==> config.mk <==
export PLATFORM = sky130hd
export DESIGN_NAME = wr_pattern_gen_flat
export DESIGN_NICKNAME = d
export VERILOG_FILES = /design/src/rtl/wr_pattern_gen_if.sv /design/src/rtl/wr_pattern_gen.sv /design/src/flat_wrapper.sv
export SDC_FILE = /design/constraint.sdc
export NUM_CORES = 1
export LEC_CHECK = 0
export ABC_AREA = 1
export CORE_MARGIN = 5
export CORE_UTILIZATION = 43
export CTS_CLUSTER_DIAMETER = 80
export DETAILED_ROUTE_END_ITERATION = 16
export MAX_ROUTING_LAYER = met4
export PLACE_DENSITY_LB_ADDON = 0.25
export SETUP_SLACK_MARGIN = 0.1
export SLEW_MARGIN = 5
export SYNTH_ARGS = -nofsm -noshare
export SYNTH_HDL_FRONTEND = slang
export SYNTH_SLANG_ARGS = --single-unit
==> constraint.sdc <==
create_clock -name wr_clk -period 5.2 [get_ports wr_clk]
set_input_delay 1.04 -clock wr_clk [delete_from_list [all_inputs] [get_ports wr_clk]]
set_output_delay 1.04 -clock wr_clk [all_outputs]
set_load 0.02 [all_outputs]
==> src/rtl/wr_pattern_gen_if.sv <==
// User-side write bus driven by wr_pattern_gen toward the write channel.
interface wr_pattern_gen_if #(
    parameter int USER_DATA_WIDTH = 16,
    parameter int AXI_ADDR_WIDTH  = 32
);
    logic                       user_wr_mode;
    logic                       user_wr_en;
    logic                       user_wr_last;
    logic [USER_DATA_WIDTH-1:0] user_wr_data;
    logic [AXI_ADDR_WIDTH-1:0]  user_wr_addr;
    logic [12:0]                user_wr_length;
    logic [AXI_ADDR_WIDTH-1:0]  user_base_addr;
    logic [AXI_ADDR_WIDTH-1:0]  user_end_addr;

    modport master (
        output user_wr_mode, user_wr_en, user_wr_last, user_wr_data,
               user_wr_addr, user_wr_length, user_base_addr, user_end_addr
    );

    modport slave (
        input  user_wr_mode, user_wr_en, user_wr_last, user_wr_data,
               user_wr_addr, user_wr_length, user_base_addr, user_end_addr
    );
endinterface

==> src/rtl/wr_pattern_gen.sv <==
// Frame-based write stimulus source (counter data, or LFSR data when WR_GEN_PRBS_EN is defined).
// Frames step through an address ring and the run stops on request, frame budget or FIFO error.
module wr_pattern_gen #(
    parameter int                        USER_DATA_WIDTH = 16,
    parameter int                        AXI_ADDR_WIDTH  = 32,
    parameter int                        FRAME_LEN       = 1024,
    parameter int                        FRAME_GAP       = 16,
    parameter int                        FRAME_NUM       = 0,
    parameter logic [AXI_ADDR_WIDTH-1:0] BASE_ADDR       = '0,
    parameter logic [AXI_ADDR_WIDTH-1:0] END_ADDR        = 32'h00FF_FFFF,
    parameter logic                      WR_MODE         = 1'b0
) (
    input  logic             wr_clk,
    input  logic             resetn,
    input  logic             ddr_init_done,
    input  logic             start,
    input  logic             stop,
    input  logic             cmd_fifo_err,
    input  logic             data_fifo_err,
    wr_pattern_gen_if.master wr,
    output logic             busy,
    output logic             done,
    output logic             err_flag,
    output logic [15:0]      frame_cnt
);
    localparam int AW2 = AXI_ADDR_WIDTH + 2;
    localparam int GW  = (FRAME_GAP > 1) ? $clog2(FRAME_GAP) : 1;
    localparam logic [AW2-1:0]  STEP         = AW2'(FRAME_LEN * USER_DATA_WIDTH / 8);
    localparam logic [12:0]     LAST_IDX     = 13'(FRAME_LEN - 1);
    localparam logic [GW-1:0]   GAP_LAST     = GW'(FRAME_GAP - 1);
    localparam logic [15:0]     FRAME_TARGET = 16'(FRAME_NUM);

    typedef enum logic [2:0] {IDLE, WAIT_INIT, SEND, GAP, DONE} state_t;

    state_t                    state, state_next;
    logic                      start_ok, frame_end, err_now, run_full;
    logic                      stop_pend;
    logic [12:0]               word_cnt;
    logic [GW-1:0]             gap_cnt;
    logic [AXI_ADDR_WIDTH-1:0] cur_addr;

`ifdef WR_GEN_PRBS_EN
    logic [31:0] lfsr;

    function automatic logic [31:0] lfsr_step(input logic [31:0] s);
        return {s[30:0], s[31] ^ s[21] ^ s[1] ^ s[0]};
    endfunction
`else
    logic [USER_DATA_WIDTH-1:0] data_cnt;
`endif

    // A frame may only start where it fits entirely at or below END_ADDR.
    function automatic logic [AXI_ADDR_WIDTH-1:0] ring_next(input logic [AXI_ADDR_WIDTH-1:0] cur);
        logic [AW2-1:0]            nxt;
        logic [AXI_ADDR_WIDTH-1:0] res;
        nxt = AW2'(cur) + STEP;
        if (nxt + STEP - AW2'(1) > AW2'(END_ADDR)) res = BASE_ADDR;
        else                                       res = nxt[AXI_ADDR_WIDTH-1:0];
        return res;
    endfunction

    assign wr.user_wr_mode   = WR_MODE;
    assign wr.user_wr_length = 13'(FRAME_LEN);
    assign wr.user_base_addr = BASE_ADDR;
    assign wr.user_end_addr  = END_ADDR;

    assign run_full = (FRAME_NUM != 0) && (frame_cnt + 16'd1 == FRAME_TARGET);

    always_ff @(posedge wr_clk or negedge resetn) begin
        if (!resetn) state <= IDLE;
        else         state <= state_next;
    end

    always_comb begin
        state_next = state;
        start_ok   = 1'b0;
        frame_end  = 1'b0;
        err_now    = err_flag | cmd_fifo_err | data_fifo_err;
        case (state)
            IDLE: begin
                if (start && !stop) begin
                    state_next = WAIT_INIT;
                    start_ok   = 1'b1;
                end
            end
            WAIT_INIT: begin
                if (stop || err_now)    state_next = DONE;
                else if (ddr_init_done) state_next = SEND;
            end
            SEND: begin
                if (word_cnt == LAST_IDX) begin
                    frame_end = 1'b1;
                    if (run_full || stop_pend || stop || err_now) state_next = DONE;
                    else if (FRAME_GAP == 0)                      state_next = SEND;
                    else                                          state_next = GAP;
                end
            end
            GAP: begin
                if (stop || err_now)          state_next = DONE;
                else if (gap_cnt == GAP_LAST) state_next = SEND;
            end
            DONE:    state_next = IDLE;
            default: state_next = IDLE;
        endcase
    end

    // Outputs register the action of the state processed at each edge.
    always_ff @(posedge wr_clk or negedge resetn) begin
        if (!resetn) begin
            wr.user_wr_en   <= 1'b0;
            wr.user_wr_last <= 1'b0;
            wr.user_wr_data <= '0;
            wr.user_wr_addr <= BASE_ADDR;
            cur_addr        <= BASE_ADDR;
            busy            <= 1'b0;
            done            <= 1'b0;
            err_flag        <= 1'b0;
            frame_cnt       <= 16'd0;
            stop_pend       <= 1'b0;
            word_cnt        <= 13'd0;
            gap_cnt         <= '0;
`ifdef WR_GEN_PRBS_EN
            lfsr            <= 32'h0000_0001;
`else
            data_cnt        <= '0;
`endif
        end else begin
            wr.user_wr_en   <= (state == SEND);
            wr.user_wr_last <= frame_end;
            done            <= (state == DONE);
            busy            <= (state == WAIT_INIT) || (state == SEND) || (state == GAP);
            word_cnt        <= (state == SEND && !frame_end) ? word_cnt + 13'd1 : 13'd0;
            gap_cnt         <= (state == GAP) ? gap_cnt + GW'(1) : '0;

            if (state == SEND) begin
`ifdef WR_GEN_PRBS_EN
                wr.user_wr_data <= lfsr[USER_DATA_WIDTH-1:0];
                lfsr            <= lfsr_step(lfsr);
`else
                wr.user_wr_data <= data_cnt;
                data_cnt        <= data_cnt + USER_DATA_WIDTH'(1);
`endif
            end

            // The visible address latches on the first word so it holds for the whole frame.
            if (state == SEND && word_cnt == 13'd0) wr.user_wr_addr <= cur_addr;
            if (frame_end) cur_addr <= ring_next(cur_addr);

            if (start_ok)       frame_cnt <= 16'd0;
            else if (frame_end) frame_cnt <= frame_cnt + 16'd1;

            if (start_ok || state == DONE)  stop_pend <= 1'b0;
            else if (state == SEND && stop) stop_pend <= 1'b1;

            if (cmd_fifo_err || data_fifo_err) err_flag <= 1'b1;
            else if (start_ok)                 err_flag <= 1'b0;
        end
    end
endmodule
==> src/flat_wrapper.sv <==
// flat-port wrapper written by rule: the top's interface ports become plain ports
module wr_pattern_gen_flat 
#(
    parameter int                        USER_DATA_WIDTH = 16,
    parameter int                        AXI_ADDR_WIDTH  = 32,
    parameter int                        FRAME_LEN       = 1024,
    parameter int                        FRAME_GAP       = 16,
    parameter int                        FRAME_NUM       = 0,
    parameter logic [AXI_ADDR_WIDTH-1:0] BASE_ADDR       = '0,
    parameter logic [AXI_ADDR_WIDTH-1:0] END_ADDR        = 32'h00FF_FFFF,
    parameter logic                      WR_MODE         = 1'b0
)
  (wr_clk, resetn, ddr_init_done, start, stop, cmd_fifo_err, data_fifo_err, busy, done, err_flag, frame_cnt, wr_user_wr_mode, wr_user_wr_en, wr_user_wr_last, wr_user_wr_data, wr_user_wr_addr, wr_user_wr_length, wr_user_base_addr, wr_user_end_addr);
  wr_pattern_gen_if #(.USER_DATA_WIDTH(USER_DATA_WIDTH), .AXI_ADDR_WIDTH(AXI_ADDR_WIDTH)) wr_i ();
  input  logic wr_clk;
  input  logic resetn;
  input  logic ddr_init_done;
  input  logic start;
  input  logic stop;
  input  logic cmd_fifo_err;
  input  logic data_fifo_err;
  output logic busy;
  output logic done;
  output logic err_flag;
  output logic [15:0] frame_cnt;
  output wire logic [$bits(wr_i.user_wr_mode)-1:0] wr_user_wr_mode;
  output wire logic [$bits(wr_i.user_wr_en)-1:0] wr_user_wr_en;
  output wire logic [$bits(wr_i.user_wr_last)-1:0] wr_user_wr_last;
  output wire logic [$bits(wr_i.user_wr_data)-1:0] wr_user_wr_data;
  output wire logic [$bits(wr_i.user_wr_addr)-1:0] wr_user_wr_addr;
  output wire logic [$bits(wr_i.user_wr_length)-1:0] wr_user_wr_length;
  output wire logic [$bits(wr_i.user_base_addr)-1:0] wr_user_base_addr;
  output wire logic [$bits(wr_i.user_end_addr)-1:0] wr_user_end_addr;
  assign wr_user_wr_mode = wr_i.user_wr_mode;
  assign wr_user_wr_en = wr_i.user_wr_en;
  assign wr_user_wr_last = wr_i.user_wr_last;
  assign wr_user_wr_data = wr_i.user_wr_data;
  assign wr_user_wr_addr = wr_i.user_wr_addr;
  assign wr_user_wr_length = wr_i.user_wr_length;
  assign wr_user_base_addr = wr_i.user_base_addr;
  assign wr_user_end_addr = wr_i.user_end_addr;
  wr_pattern_gen #(.USER_DATA_WIDTH(USER_DATA_WIDTH), .AXI_ADDR_WIDTH(AXI_ADDR_WIDTH), .FRAME_LEN(FRAME_LEN), .FRAME_GAP(FRAME_GAP), .FRAME_NUM(FRAME_NUM), .BASE_ADDR(BASE_ADDR), .END_ADDR(END_ADDR), .WR_MODE(WR_MODE)) u_core (.wr_clk(wr_clk), .resetn(resetn), .ddr_init_done(ddr_init_done), .start(start), .stop(stop), .cmd_fifo_err(cmd_fifo_err), .data_fifo_err(data_fifo_err), .wr(wr_i), .busy(busy), .done(done), .err_flag(err_flag), .frame_cnt(frame_cnt));
endmodule
==> results_dict.tcl <==
set metrics [dict create \
    run_status "complete, no violations" \
    vdd_ir_drop_max_uv 193 \
    synth.cells.most_frequent "nand2_1, dfrtp_1, buf_4" \
    power.static_leakage_nw 3.25 \
    clock-sinks 116 \
    pin_count_of_the_biggest_net_entering_global_routing 69 \
    startpoint "u_core.state[0]$_DFFE_PN0P_" \
    grt.overflow.total 0 \
    syn-cell-area_um2 6140 \
    seq_cells_post_synth 116 \
    htree_levels 4 \
    io_pins 154 \
    detailed_place_hpwl_mm 8.99 \
    synth_top_flop_cell "dfrtp_1" \
    max_freq_mhz 339 \
    preCtsSetupSlack_ns 2.22 \
    report.final.slew_viol_count 0 \
    finalHoldViolations 0 \
    placeableCoreArea_um2 13900 \
    number_of_nets_in_the_finished_design 806 \
    port_buffers 64 \
    critical_path.slowest_cell "inv_1" \
    synth.largest_area_cell "dfrtp_1" \
    finalPower_mw 2.23 \
    cts_repair_resize_count 0 \
    grt_first_pass_wirelength_mm 20.8 \
    holdCritStartpoint "u_core.data_cnt[5]$_DFFE_PN0P_" \
    synth_edf_count 0 \
    critical_path_cell_count 9 \
    detailed_place.area_um2 6610 \
    setup_viol 0 \
    area_growth_syn_to_fin_pct 16.7 \
    clk_pin_slew_worst_paths_ns 0.06 \
    layout_cell_share_with_drive_strength_beyond_1_pct 9.07 \
    start_util_pct 44.1 \
    cp_cell_sequence "inv_1, nand3_2, inv_1, nand2_4, clkinv_2, nand3_1, nor2_1, nor2_1, o21a_1" \
    power-per-cell-area_nw_per_um2 312 \
    route.detailed.wl_per_inst_um 12.8 \
    max_cap_violations 0 \
    dr.pass1.iters 5 \
    critical-path-max-stage-delay_ns 0.54 \
    fin_tns_setup_ns 0 \
    globalplace.congestion 0.902 \
    timing_worst_setup_path_type "register to register" \
    critical_path.reg2reg.startpoint "u_core.state[0]$_DFFE_PN0P_" \
    cts_buffer_depth 2 \
    grt_pass1_vias 4391 \
    drt_drc_violations_left 0 \
    setup_buffers_after_cts 0 \
    diodes 0 \
    ys.warnings.count 0 \
    core.rowCount 43 \
    timing.critical_path.required_ns 5.50 \
    worst_skew_pair.late_latency_ns 0.41 \
    detail-route-antenna-nets 0 \
    crit_buf_inv 3 \
    drtIter0Drc 235 \
    clockRootBuffer "clkbuf_16" \
    worst-r2r-cell-count 9 \
    die_height_um 130 \
    num_vias 4589 \
    synth.top_cells.by_area "dfrtp_1, buf_4, nand2_1, nor2_1, inv_1" \
    yosysMostFrequentCell "nand2_1" \
    die-width_um 130 \
    skew_ns 0.0112 \
    period_minus_slack_ns 2.95 \
    postSynthCellCount 722 \
    design_area_um2 7170 \
    timing.hold.worst.class "register to register" \
    yosys.area.top_type_share_pct 47.3 \
    floorplan.die_area_um2 16800 \
    grt_antenna_before_repair 0 \
    timing.critical_path.to_type "register" \
    tritoncts "yes" \
    worst-slew-pin-transition_ns 0.873 \
    post_synth.cell_area_avg_um2 8.51 \
    max_slew_margin_pct 41.8 \
    cp.arrival_ns 3.25 \
    holdBufCountCts 0 \
    avg_vias_per_cell 4.66 \
    detail_route.wirelength_mm 12.7 \
    fin_crit_sh_pct 56.8 \
    global_route.usage.total_pct 15.8 \
    rsz0062_at_grt "no" \
    minimum_setup_slack_in_the_final_design_ns 2.25 \
    synthArstFlopShare_pct 100 \
    share_of_the_yosys_chip_area_belonging_to_registers_pct 47.3 \
    cp_max_fo 37 \
    tritoncts.num_buffers 17 \
    synth.lib_cells_used.distinct 39 \
    worst_path_dominant_cell_family "simple AND/OR/NAND/NOR gates" \
    min_delay_path_depth 1 \
    timing.critical_path.from_type "register" \
]
==> kinds of logic after synthesis <==
logic type               after synthesis  synth area share [%]
XOR/XNOR                              26                  3.71
other                                  2                 0.122
AO/OA/AOI/OAI                         89                  8.19
adder cells (fa/ha/maj)                7                  1.43
flip-flops                           116                  47.3
AND/OR/NAND/NOR                      305                  22.6
buffers and inverters                177                  16.7
==> where the power goes <==
part	leakage, nW	switching, mW	internal (mW)
clock network	0.270	0.400	0.712
registers	1.61	0.0141	0.924
logic	1.37	0.142	0.0428
==> cells in the final DEF, fill, tap and decap left out, drive strengths merged, types with 21 or more instances in the layout <==
cell / count
nand2: 141
dfrtp: 116
nor2: 94
conb: 89
inv: 73
clkdlybuf4s50: 63
o21ai: 55
nand3: 28
xor2: 25
a21oi: 25
clkbuf: 22
nor3: 21
==> through the flow <==
step,utilization (%),cells,hold slack (ns)
3_5_place_dp,47.4,953,0.458
3_3_place_gp,47.4,953,0.452
2_1_floorplan,-,809,0.433
6_report,51.4,985,0.470
5_1_grt,51.4,985,0.472
4_1_cts,51.4,985,0.465
==> sequential cells by signal (all words and copies together), names as in the netlist, 3 cells and up <==
| register | cells |
|---|---|
| u_core.wr.user_wr_addr | 21 |
| u_core.word_cnt | 13 |
| u_core.wr.user_wr_data | 16 |
| u_core.cur_addr | 21 |
| u_core.state | 3 |
| u_core.frame_cnt | 16 |
| u_core.data_cnt | 16 |
| u_core.gap_cnt | 4 |
==> layer usage <==
| layer | share of wire [%] | wire (um) | vias to the layer above | global-route usage [%] |
|---|---|---|---|---|
| li1 | - | - | 2255 | - |
| met4 | 0.74 | 93 | 0 | 4.83 |
| met1 | 47 | 5940 | 2171 | 20.9 |
| met2 | 45 | 5710 | 154 | 23.2 |
| met5 | 0 | 0 | - | - |
| met3 | 7.2 | 905 | 9 | 4.99 |
==> cell type report <==
cell class	count	area (um2)
Clock buffer	22	454
Clock inverter	10	108
Fill cell	1282	6770
Inverter	75	283
Multi-Input combinational cell	516	2540
Sequential cell	116	2900
Tap cell	180	225
Timing Repair Buffer	66	653
==> final timing paths <==
path / to / slack (ns)
min in group asynchronous: u_core.wr.user_wr_data[11]$_DFFE_PN0P_ / 0.74
hold / removal: u_core.data_cnt[5]$_DFFE_PN0P_ / 0.47
hold reg to reg: u_core.data_cnt[5]$_DFFE_PN0P_ / 0.47
setup reg to reg: u_core.frame_cnt[14]$_DFFE_PN0P_ / 2.25
max in group asynchronous: u_core.cur_addr[30]$_DFFE_PN0P_ / 3.29
setup / recovery: u_core.frame_cnt[14]$_DFFE_PN0P_ / 2.25
No activity file was read; power rests on OpenSTA's default activity.
